$ cat config.mk
export PLATFORM = sky130hd
export DESIGN_NAME = ddr_frame_wr_sched
export DESIGN_NICKNAME = d
export VERILOG_FILES = /design/src/rtl/ddr_frame_wr_sched.sv
export SDC_FILE = /design/constraint.sdc
export NUM_CORES = 1
export LEC_CHECK = 0
export BUFFER_PORTS_ARGS = -buffer_cell sky130_fd_sc_hd__buf_2
export CAP_MARGIN = 20
export CORE_AREA = 3 3 120 122
export DETAILED_ROUTE_END_ITERATION = 12
export DIE_AREA = 0 0 123 125
export GPL_TIMING_DRIVEN = 0
export HOLD_SLACK_MARGIN = 0.02
export PLACE_DENSITY_LB_ADDON = 0.25
export SETUP_SLACK_MARGIN = 0.02
export SLEW_MARGIN = 30
export SYNTH_ARGS = -nofsm -noshare
export SYNTH_HDL_FRONTEND = slang
export SYNTH_SLANG_ARGS = --single-unit
$ cat constraint.sdc
create_clock -name clk -period 3 [get_ports clk]
set_clock_uncertainty 0.2 [all_clocks]
set_input_delay 0 -clock clk [delete_from_list [all_inputs] [get_ports clk]]
set_output_delay 0 -clock clk [all_outputs]
set_load 0.02 [all_outputs]
$ cat src/rtl/ddr_frame_wr_sched.sv
// Burst write scheduler: turns a show-ahead pixel FIFO into fixed-length DDR write bursts over a linear frame buffer.
// Optional FRAME_PINGPONG_EN alternates between two frame buffers and exports wr_frame_sel.
module ddr_frame_wr_sched #(
  parameter int         CTRL_ADDR_WIDTH  = 28,
  parameter int         MEM_DQ_WIDTH     = 16,
  parameter int         BURST_LEN        = 16,
  parameter int         BURSTS_PER_FRAME = 7200,
  parameter int         FRAME_BASE       = 0,
  parameter logic [3:0] WR_ID            = 4'd0,
  parameter int         FIFO_CNT_W       = 10
) (
  input  logic                         clk,
  input  logic                         rst,
  input  logic                         vsync,
  input  logic [FIFO_CNT_W-1:0]        fifo_rd_cnt,
  input  logic [MEM_DQ_WIDTH*8-1:0]    fifo_rd_data,
  output logic                         fifo_rd_en,
  output logic                         wr_en,
  output logic [CTRL_ADDR_WIDTH-1:0]   wr_addr,
  output logic [3:0]                   wr_id,
  output logic [3:0]                   wr_len,
  input  logic                         wr_ready,
  input  logic                         wr_cmd_done,
  output logic [MEM_DQ_WIDTH*8-1:0]    wr_data,
  output logic                         frame_done,
  output logic                         frame_err,
`ifdef FRAME_PINGPONG_EN
  output logic                         wr_frame_sel,
`endif
  output logic                         busy
);

  localparam logic [2:0] ST_IDLE = 3'd0;
  localparam logic [2:0] ST_WAIT = 3'd1;
  localparam logic [2:0] ST_CMD  = 3'd2;
  localparam logic [2:0] ST_DATA = 3'd3;
  localparam logic [2:0] ST_NEXT = 3'd4;

  localparam int BC_W = (BURSTS_PER_FRAME > 1) ? $clog2(BURSTS_PER_FRAME) : 1;
  localparam logic [CTRL_ADDR_WIDTH-1:0] STEP        = CTRL_ADDR_WIDTH'(BURST_LEN * 8);
  localparam logic [CTRL_ADDR_WIDTH-1:0] BASE0       = CTRL_ADDR_WIDTH'(FRAME_BASE);
  localparam logic [3:0]                 LAST_BEAT   = 4'(BURST_LEN - 1);
  localparam logic [BC_W-1:0]            LAST_BURST  = BC_W'(BURSTS_PER_FRAME - 1);
  localparam logic [FIFO_CNT_W-1:0]      BURST_WORDS = FIFO_CNT_W'(BURST_LEN);

  logic [2:0]                 state_reg;
  logic [CTRL_ADDR_WIDTH-1:0] addr_reg;
  logic [BC_W-1:0]            burst_cnt_reg;
  logic [3:0]                 beat_cnt_reg;
  logic                       vs_pend_reg;
  logic [CTRL_ADDR_WIDTH-1:0] base_addr;
  logic [CTRL_ADDR_WIDTH-1:0] next_base;
  logic                       last_burst;
  logic                       vs_hit;
  logic                       unused_cmd_done;

`ifdef FRAME_PINGPONG_EN
  localparam logic [CTRL_ADDR_WIDTH-1:0] BASE1 =
    BASE0 + CTRL_ADDR_WIDTH'(BURSTS_PER_FRAME * BURST_LEN * 8);
  logic frame_sel_reg;
  assign base_addr    = frame_sel_reg ? BASE1 : BASE0;
  assign next_base    = frame_sel_reg ? BASE0 : BASE1;
  assign wr_frame_sel = frame_sel_reg;
`else
  assign base_addr = BASE0;
  assign next_base = BASE0;
`endif

  // Beat counting is ours; the controller's last-beat flag is not trusted.
  assign unused_cmd_done = wr_cmd_done;

  assign last_burst = (burst_cnt_reg == LAST_BURST);
  assign vs_hit     = vs_pend_reg | vsync;
  assign fifo_rd_en = (state_reg == ST_DATA) & wr_ready;
  assign wr_data    = fifo_rd_data;
  assign busy       = (state_reg != ST_IDLE);

  always_ff @(posedge clk or posedge rst) begin
    if (rst) begin
      state_reg     <= ST_IDLE;
      addr_reg      <= BASE0;
      burst_cnt_reg <= '0;
      beat_cnt_reg  <= '0;
      vs_pend_reg   <= 1'b0;
      wr_en         <= 1'b0;
      wr_addr       <= '0;
      wr_id         <= '0;
      wr_len        <= '0;
      frame_done    <= 1'b0;
      frame_err     <= 1'b0;
`ifdef FRAME_PINGPONG_EN
      frame_sel_reg <= 1'b0;
`endif
    end else begin
      wr_en      <= 1'b0;
      frame_done <= 1'b0;
      frame_err  <= 1'b0;
      case (state_reg)
        ST_IDLE: begin
          if (vsync) begin
            addr_reg      <= base_addr;
            burst_cnt_reg <= '0;
            vs_pend_reg   <= 1'b0;
            state_reg     <= ST_WAIT;
          end
        end
        ST_WAIT: begin
          // A fresh vsync restarts the frame; only a partially written frame is an error.
          if (vsync) begin
            addr_reg      <= base_addr;
            burst_cnt_reg <= '0;
            frame_err     <= (burst_cnt_reg != '0);
          end else if (fifo_rd_cnt >= BURST_WORDS) begin
            wr_en     <= 1'b1;
            wr_addr   <= addr_reg;
            wr_len    <= LAST_BEAT;
            wr_id     <= WR_ID;
            state_reg <= ST_CMD;
          end
        end
        ST_CMD: begin
          if (vsync) vs_pend_reg <= 1'b1;
          state_reg <= ST_DATA;
        end
        ST_DATA: begin
          if (vsync) vs_pend_reg <= 1'b1;
          if (wr_ready) begin
            if (beat_cnt_reg == LAST_BEAT) begin
              beat_cnt_reg <= '0;
              state_reg    <= ST_NEXT;
            end else begin
              beat_cnt_reg <= beat_cnt_reg + 4'd1;
            end
          end
        end
        ST_NEXT: begin
          vs_pend_reg <= 1'b0;
          if (last_burst) begin
            // Completed frame: frame_done wins over a pending vsync, which just re-arms.
            frame_done    <= 1'b1;
            addr_reg      <= next_base;
            burst_cnt_reg <= '0;
`ifdef FRAME_PINGPONG_EN
            frame_sel_reg <= ~frame_sel_reg;
`endif
            state_reg     <= vs_hit ? ST_WAIT : ST_IDLE;
          end else if (vs_hit) begin
            frame_err     <= 1'b1;
            addr_reg      <= base_addr;
            burst_cnt_reg <= '0;
            state_reg     <= ST_WAIT;
          end else begin
            addr_reg      <= addr_reg + STEP;
            burst_cnt_reg <= burst_cnt_reg + 1'b1;
            state_reg     <= ST_WAIT;
          end
        end
        default: state_reg <= ST_IDLE;
      endcase
    end
  end

endmodule
== Word level (Yosys, flattened, before mapping) ==
Cells that the tools add are included.
Cells by class
  shifts and indexed selects: 0
  bitwise logic cells: 3
  divide/modulo/power cells: 0
  order comparisons: 1
  $add $sub $neg: 3
  reductions and logical operators: 12
  equality and inequality tests: 13
  muxes and demuxes: 29
  multipliers: 0
Operators by type and width (number)
  28-bit 2-to-1 mux: 3
  28-bit case mux with 2 select lines: 1
  13-bit 2-to-1 mux: 3
  28-bit by 8-bit adder with 28-bit output (second input constant): 1
  13-bit case mux with 2 select lines: 1
  3-bit 2-to-1 mux: 5
  3-bit case mux with 5 select lines: 1
  13-bit by 1-bit adder with 13-bit output (second input constant): 1
  13-bit equality test (second input constant): 1
  13-bit nonzero test: 1
  1-bit 2-to-1 mux: 12
  10-bit by 5-bit greater-or-equal comparator with 1-bit output (second input constant): 1
  2-bit != test (second input constant): 4
  3-bit by 2-bit equality test with 1-bit output (second input constant): 2
  2-bit by 1-bit != test with 1-bit output (second input constant): 3
  3-bit AND reduction: 2
  3-bit nonzero test: 2
  5-bit AND reduction: 1
  4-bit by 1-bit adder with 4-bit output (second input constant): 1
  4-bit equality test (second input constant): 1
  4-bit 2-to-1 mux: 1
  2-bit AND reduction: 2
  2-bit OR reduction: 2
  3-bit by 1-bit equality test with 1-bit output (second input constant): 1
  other kinds (8): 8
Word-level totals
  bits in latches: 0
  word-level logic and storage cells: 71
  memory bits (writable): 0
  ROM bits: 0
  memories: 0
  output and inout port bits: 169
  input port bits: 143
  bits in registers: 81

== Longest topological paths before layout ==
Gate-level depths: netlist (run 1).
  word-level depth: 4
  depth in mapped cells: 8
  depth with buffers taken out: 6

== Worst setup path after synthesis (run 1) ==
OpenSTA, ideal clock, no wires.
  path kind: reg2reg
  start point: reg burst_cnt_reg[6]
  end point: reg addr_reg[18]
  arrival: 1908 ps
  cell stages (with the launch flop): 7
  setup slack: 771 ps
  buffers on the path: 1
  cell sequence: dfrtp_1 or4_4 nor4_4 or2_1 buf_6 o21ai_1 a22o_1
On the way
  longest elaborated chain between the ends: 3
Ends and longest elaborated chain
  start, declared: RTL line 48  | logic [BC_W-1:0] burst_cnt_reg;
  start signal, assigned: RTL line 154  | burst_cnt_reg <= burst_cnt_reg + 1'b1;
  13-bit equality test: RTL line 72  | assign last_burst = (burst_cnt_reg == LAST_BURST);
  28-bit 2-to-1 mux: RTL line 138  | if (last_burst) begin
  28-bit case mux with 2 select lines: RTL line 98  | case (state_reg)
  end signal, assigned: RTL line 101  | addr_reg <= base_addr;
  end signal, assigned: RTL line 141  | addr_reg <= next_base;
  end signal, assigned: RTL line 149  | addr_reg <= base_addr;
  end, declared: RTL line 47  | logic [CTRL_ADDR_WIDTH-1:0] addr_reg;
Every way passes these cells.
A chain may end at the register's enable or synchronous reset.

== Worst setup path in the final report (run 1) ==
  start point: reg state_reg[0]
  end point: reg addr_reg[15]
On the way
  longest elaborated chain between the ends: 4
  elaborated cells between the ends (all ways): 8
  classes of those cells: eq/ne: 3; mux: 1; reduce/logical: 4
Ends and longest elaborated chain
  start, declared: RTL line 46  | logic [2:0] state_reg;
  start signal, assigned: RTL line 146  | state_reg <= vs_hit ? ST_WAIT : ST_IDLE;
  3-bit by 1-bit equality test with 1-bit output / 3-bit logical NOT (equally long branches): RTL line 98
  2-bit OR reduction (no line)
  2-bit by 1-bit != test with 1-bit output (no line) / 2-bit nonzero test (equally long branches)
  2-bit AND reduction (no line)
  end signal, assigned: RTL line 101
  end signal, assigned: RTL line 110  | addr_reg <= base_addr;
  end signal, assigned: RTL line 141
Several ways; a longest one is shown, not always the timed one.

==> results of run 1 <==
[worst max-delay path by stage]
stage / startpoint / end / slack (ps) / depth (start not counted)
3_5_place_dp: state_reg[0]$_DFFE_PP0P_ / addr_reg[15]$_DFFE_PP0P_ / 320 / 7
3_3_place_gp: rst / wr_len[0]$_DFFE_PP0P_ / 240 / 2
4_1_cts: state_reg[0]$_DFFE_PP0P_ / burst_cnt_reg[8]$_DFFE_PP0P_ / 320 / 7
2_1_floorplan: burst_cnt_reg[6]$_DFFE_PP0P_ / addr_reg[18]$_DFFE_PP0P_ / 770 / 6
5_1_grt: state_reg[0]$_DFFE_PP0P_ / burst_cnt_reg[9]$_DFFE_PP0P_ / 120 / 7
6_report: state_reg[0]$_DFFE_PP0P_ / addr_reg[15]$_DFFE_PP0P_ / 320 / 7
[metal layers]
layer  track usage, %  part of all wire, %  vias up
met3             2.80                  8.6        8
li1                 -                    -     1821
met5                0                    0        -
met1             16.3                   38     1749
met4             4.95                  1.3        0
met2             24.8                   52      195
[stage by stage]
step           hold slack (ps)  std cells  total power (uW)  util [%]
2_1_floorplan            -87.4        461              1530         -
3_3_place_gp              19.4        803              1700      40.4
3_5_place_dp              -191        804              1730      40.6
4_1_cts                   20.0        845              2800      44.7
5_1_grt                   23.3        845              2900      44.8
6_report                  6.70        845              2780      44.8
[layout make-up]
type	instances	area, sq um	share of cell area [%]
flip-flops and latches	67	1680	28.2
plain buffers	158	1150	19.3
well taps	176	220	3.70
inverters	9	36.3	0.610
clock buffers	11	233	3.91
repair buffers	192	1100	18.5
multi-input cells	227	1480	24.8
clock inverters	5	61.3	1.03
[critical path, cell delays in order (launching register included)]
cell      delay, ps
dfrtp_1         350
clkbuf_1        190
nor2_1          370
nand4_1         280
nor2_1          550
buf_2           340
o21ai_0         140
a31oi_1         180
[placed cells by master, fill, tap and decap left out, types with 11 or more instances in the layout]
master / instances
conb_1: 11
nand4_1: 11
dfrtp_1: 67
dlygate4sd3_1: 25
clkbuf_1: 11
nand2_1: 25
o21ai_0: 20
nor2_1: 14
and3_1: 12
nand3_1: 16
buf_2: 171
mux2_2: 22
buf_4: 142
a31oi_1: 14
a21oi_1: 11
[power by group]
| part | total [uW] | switching (uW) | internal (uW) |
|---|---|---|---|
| combinational | 732 | 403 | 329 |
| clock | 1050 | 400 | 650 |
| sequential | 997 | 39.0 | 958 |
| total | 2780 | 843 | 1940 |
[cells by family after synthesis]
group / count (synthesis)
xor+xnor: 12
simple gates: 114
mux: 24
flops: 67
compound gates: 62
fa+ha+maj: 4
buf+inv: 167
other cells: 1
==> impl_metrics.toml, run 1 <==
[status]
outcome = "finished, final reports clean"

[sta]
final_max_slew_viol_count = 0
setup_viol = 0
max_slew_margin_pct = 56.5
hold_viol = 0
rsz0062_at_grt = "no"
tns_ps = 0
worstMarginPinSlew_ps = 646
max_freq_ghz = 0.373
finalCriticalPeriod_ps = 2680
period_share_pct = 89.3
setup_ws_ps = 320

[placed_design]
pre_cts_ws_ps = 324
post-dp-hpwl_um = 8590
globalplace.congestion = 0.824
portBuffers = 166
postPlaceCellArea_sq_um = 5400

[floorplan]
die_w_um = 123
boundaryPins = 312
fp.dieArea_sq_um = 15400
initial_utilization_pct = 32.2
core_sq_um = 13300
rows = 42
die_h_um = 125

[grt]
grt_pass1_vias = 3745
grt_pass1_wl_um = 17600
track_usage_pct = 13.9
antenna_found_initial = 0
grt_max_degree = 42
overflow = 0

[cts]
cts_setup_buffers = 0
htreeDepth = 3
cts_buffers = 9
cts_root_buf = "clkbuf_16"
cts-resized-gates = 0
cts_tree = "built"
clock-sinks = 67
clkLatencyLatePin_ps = 330
clockBufferDepth = 2
path_clk_slew_ps = 60
postCtsHoldBufs = 25

[drt]
wl_per_cell_um = 13.2
vias_per_cell = 4.47
vias = 3773
drt-total-wl_um = 11200
drt_iter0_drc = 101
drtAntennaViolNets = 0
drc_errors = 0
dr.pass1.iters = 4

[synth]
synthDominantCellAreaShare_pct = 39.1
synthMuxAreaShare_pct = 6.25
netlist_instances = 451
ys_ff_latch = 67
synth_area_leader_cell = "dfrtp_1"
synth_seq_area_share_pct = 39.1
syn_area_sq_um = 4280
synth_compound_gate_area_share_pct = 8.73
yosys_warnings = 0
synthXorXnorAreaFrac_pct = 2.45
async_reset_ff_share_pct = 100
synth_ff_type = "dfrtp_1"
avgSynthCellArea_sq_um = 9.50
synthTopCellsByArea = "dfrtp_1 39%, buf_4 25%, mux2_2 5.8%"
synth_top_family_by_area = "buffers and inverters"
synth_edf_count = 0
synth_most_common_cell = "buf_4"
synthAdderAreaFrac_pct = 1.17
synth_cell_types = 45
synth_commonest_cells = "142 x buf_4, 67 x dfrtp_1, 25 x nand2_1"
synthSimpleGateAreaFrac_pct = 14.6

[critical_path]
r2r_slack_ps = 320
r2r.worst_path.cells = 7
worstSetupPathType = "reg2reg"
worstPathRequired_ps = 3050
worstPathArrival_ps = 2730
reg2reg_from = "state_reg[0]$_DFFE_PP0P_"
cp_max_fo = 10
worstSetupEndpointType = "flip-flop"
start_kind = "flip-flop"
r2r_end = "addr_reg[15]$_DFFE_PP0P_"

[power]
pwr_density_cell_nw_per_um2 = 467
p_leak_uw = 0.00316
max-vdd-ir-drop_uv = 231

[layout]
final_area_sq_um = 5950
final_nets = 811
nFillCells = 1295
drive_gt1_share_pct = 53.8
area_delta_synth_final_pct = 38.9
antenna_cells = 0

[hold_path]
hp-class = "in2async"

[run]
cap_violations = 0
No activity file was read; power rests on OpenSTA's default activity.
==> run 2, diff against run 1 <==
--- a/config.mk
+++ b/config.mk
@@ -13,6 +13,7 @@
 export GPL_TIMING_DRIVEN = 0
 export HOLD_SLACK_MARGIN = 0.02
 export PLACE_DENSITY_LB_ADDON = 0.25
+export RECOVER_POWER = 100
 export SETUP_SLACK_MARGIN = 0.02
 export SLEW_MARGIN = 30
 export SYNTH_ARGS = -nofsm -noshare
==> constraint.sdc (replaced) <==
create_clock -name clk -period 2.6 [get_ports clk]
set_clock_uncertainty 0.2 [all_clocks]
set_input_delay 0 -clock clk [delete_from_list [all_inputs] [get_ports clk]]
set_output_delay 0 -clock clk [all_outputs]
set_load 0.02 [all_outputs]
==> run 2 against run 1 <==
  * Highest routed layer unchanged
  * Critical path depth fell by 1
  * Sequential power grew 15%
  * Utilization decreased by 1.4 points
  * Register-to-register slack worse by 170 ps
  * Critical path type unchanged
  * Global-route usage hardly changed
  * Via count rose by 0.29%
  * Total power up 14%
  * Combinational power up 11%
  * Largest power group unchanged
  * Count of clock-buffer cells in the layout did not move
  * Setup slack got worse by 170 ps
==> impl_metrics.toml, run 2 (synthesized netlist as in run 1, its figures left out) <==
[status]
outcome = "finished, final reports clean"

[sta]
period_share_pct = 94.4
timing.hold.ws_ps = 39.4
max_slew_margin_pct = 15.8
hold_viol = 0
finalCriticalPeriod_ps = 2450
max_freq_ghz = 0.408
final_max_slew_viol_count = 0
rsz0062_at_grt = "yes"
setup_viol = 0
worstMarginPinSlew_ps = 1260

[grt]
grt_max_degree = 42
grt_pass1_vias = 3749
track_usage_pct = 13.9
overflow = 0
grt_pass1_wl_um = 17600
antenna_found_initial = 0

[critical_path]
start_kind = "flip-flop"
cp_max_fo = 10
worstSetupPathType = "reg2reg"
worstPathArrival_ps = 2460
r2r_slack_ps = 150
worstSetupEndpointType = "flip-flop"
worstPathRequired_ps = 2610

[run]
cap_violations = 0

[layout]
final_common_cell = "clkbuf_1"
final_nets = 813
drive_gt1_share_pct = 30.4
final_cell_mix = "170 x clkbuf_1, 143 x buf_4, 67 x dfrtp_1"
antenna_cells = 0
post-route-util_pct = 43.3
area_delta_synth_final_pct = 34.4
nFillCells = 1362

[cts]
cts_root_buf = "clkbuf_16"
clockBufferDepth = 2
cts_buffers = 9
clkLatencyLatePin_ps = 330
htreeDepth = 3
clock-sinks = 67
cts_tree = "built"
path_clk_slew_ps = 50

[floorplan]
initial_utilization_pct = 32.2
die_h_um = 125
die_w_um = 123
fp.dieArea_sq_um = 15400
core_sq_um = 13300
rows = 42
boundaryPins = 312

[hold_path]
hp-class = "in2reg"

[drt]
vias_per_cell = 4.47
drc_errors = 0
vias = 3784
drt-total-wl_um = 11300
drt_iter0_drc = 131
dr.pass1.iters = 4
wl_per_cell_um = 13.3
drtAntennaViolNets = 0

[placed_design]
post-dp-hpwl_um = 8590
globalplace.congestion = 0.824
portBuffers = 166

[power]
pwr_density_cell_nw_per_um2 = 551
max-vdd-ir-drop_uv = 268
p_leak_uw = 0.00269
[run 2: where the power goes]
part           leakage, uW  internal, uW  total (uW)  switching [uW]
clock             0.000144           749        1200             454
combinational      0.00164           343         813             470
sequential        0.000909          1110        1150            47.0
[run 2: critical path: stages (launching register included)]
cell      delay (ps)
dfrtp_1          310
clkbuf_1         310
nor2b_1          210
nand2b_1         110
nor3_2           420
buf_2            400
mux2_2           370
[run 2: final cells by class]
cell class	count	area (sq um)	share of cell area [%]
clock inverters	5	61.3	1.06
flip-flops and latches	67	1680	29.1
clock buffers	11	233	4.04
multi-input cells	227	1470	25.5
well taps	176	220	3.82
repair buffers	194	915	15.9
inverters	9	35.0	0.608
plain buffers	158	1150	19.9
[run 2: worst paths after layout]
path                                        startpoint                           end  depth (start not counted)
hold / removal                          fifo_rd_cnt[8]      state_reg[0]$_DFFE_PP0P_                          5
setup reg to reg              state_reg[0]$_DFFE_PP0P_        wr_addr[7]$_DFFE_PP0P_                          6
max in group asynchronous                          rst  burst_cnt_reg[1]$_DFFE_PP0P_                          4
min in group asynchronous                          rst      addr_reg[20]$_DFFE_PP0P_                          3
hold reg to reg            beat_cnt_reg[3]$_DFFE_PP0P_   beat_cnt_reg[3]$_DFFE_PP0P_                          1
setup / recovery              state_reg[0]$_DFFE_PP0P_        wr_addr[7]$_DFFE_PP0P_                          6
[run 2: routing by layer]
layer  part of all wire [%]  GRT usage (%)
met1                     39           16.3
met3                    8.1           2.80
met4                    1.3           4.95
met2                     51           24.9
met5                      0              0
[run 2: what timing repair did]
action | in CTS | in global routing
buffers inserted | 0 | 2
resized for setup | 1 | 2
hold buffers | 25 | 0
pin swaps | 0 | 1
hold endpoints to repair | 93 | 0
setup endpoints to repair | 17 | 22
[run 2: through the flow]
| stage | power, uW | TNS [ps] | worst slack (ps) | area, sq um | instances |
|---|---|---|---|---|---|
| 2_1_floorplan | 1770 | 0 | 371 | 4320 | 461 |
| 3_3_place_gp | 1960 | -10340 | -159 | 5370 | 803 |
| 3_5_place_dp | 1990 | -267 | -76.3 | 5400 | 804 |
| 4_1_cts | 3230 | 0 | 38.6 | 5950 | 845 |
| 5_1_grt | 3320 | -0.617 | -0.617 | 5760 | 847 |
| 6_report | 3170 | 0 | 147 | 5760 | 847 |
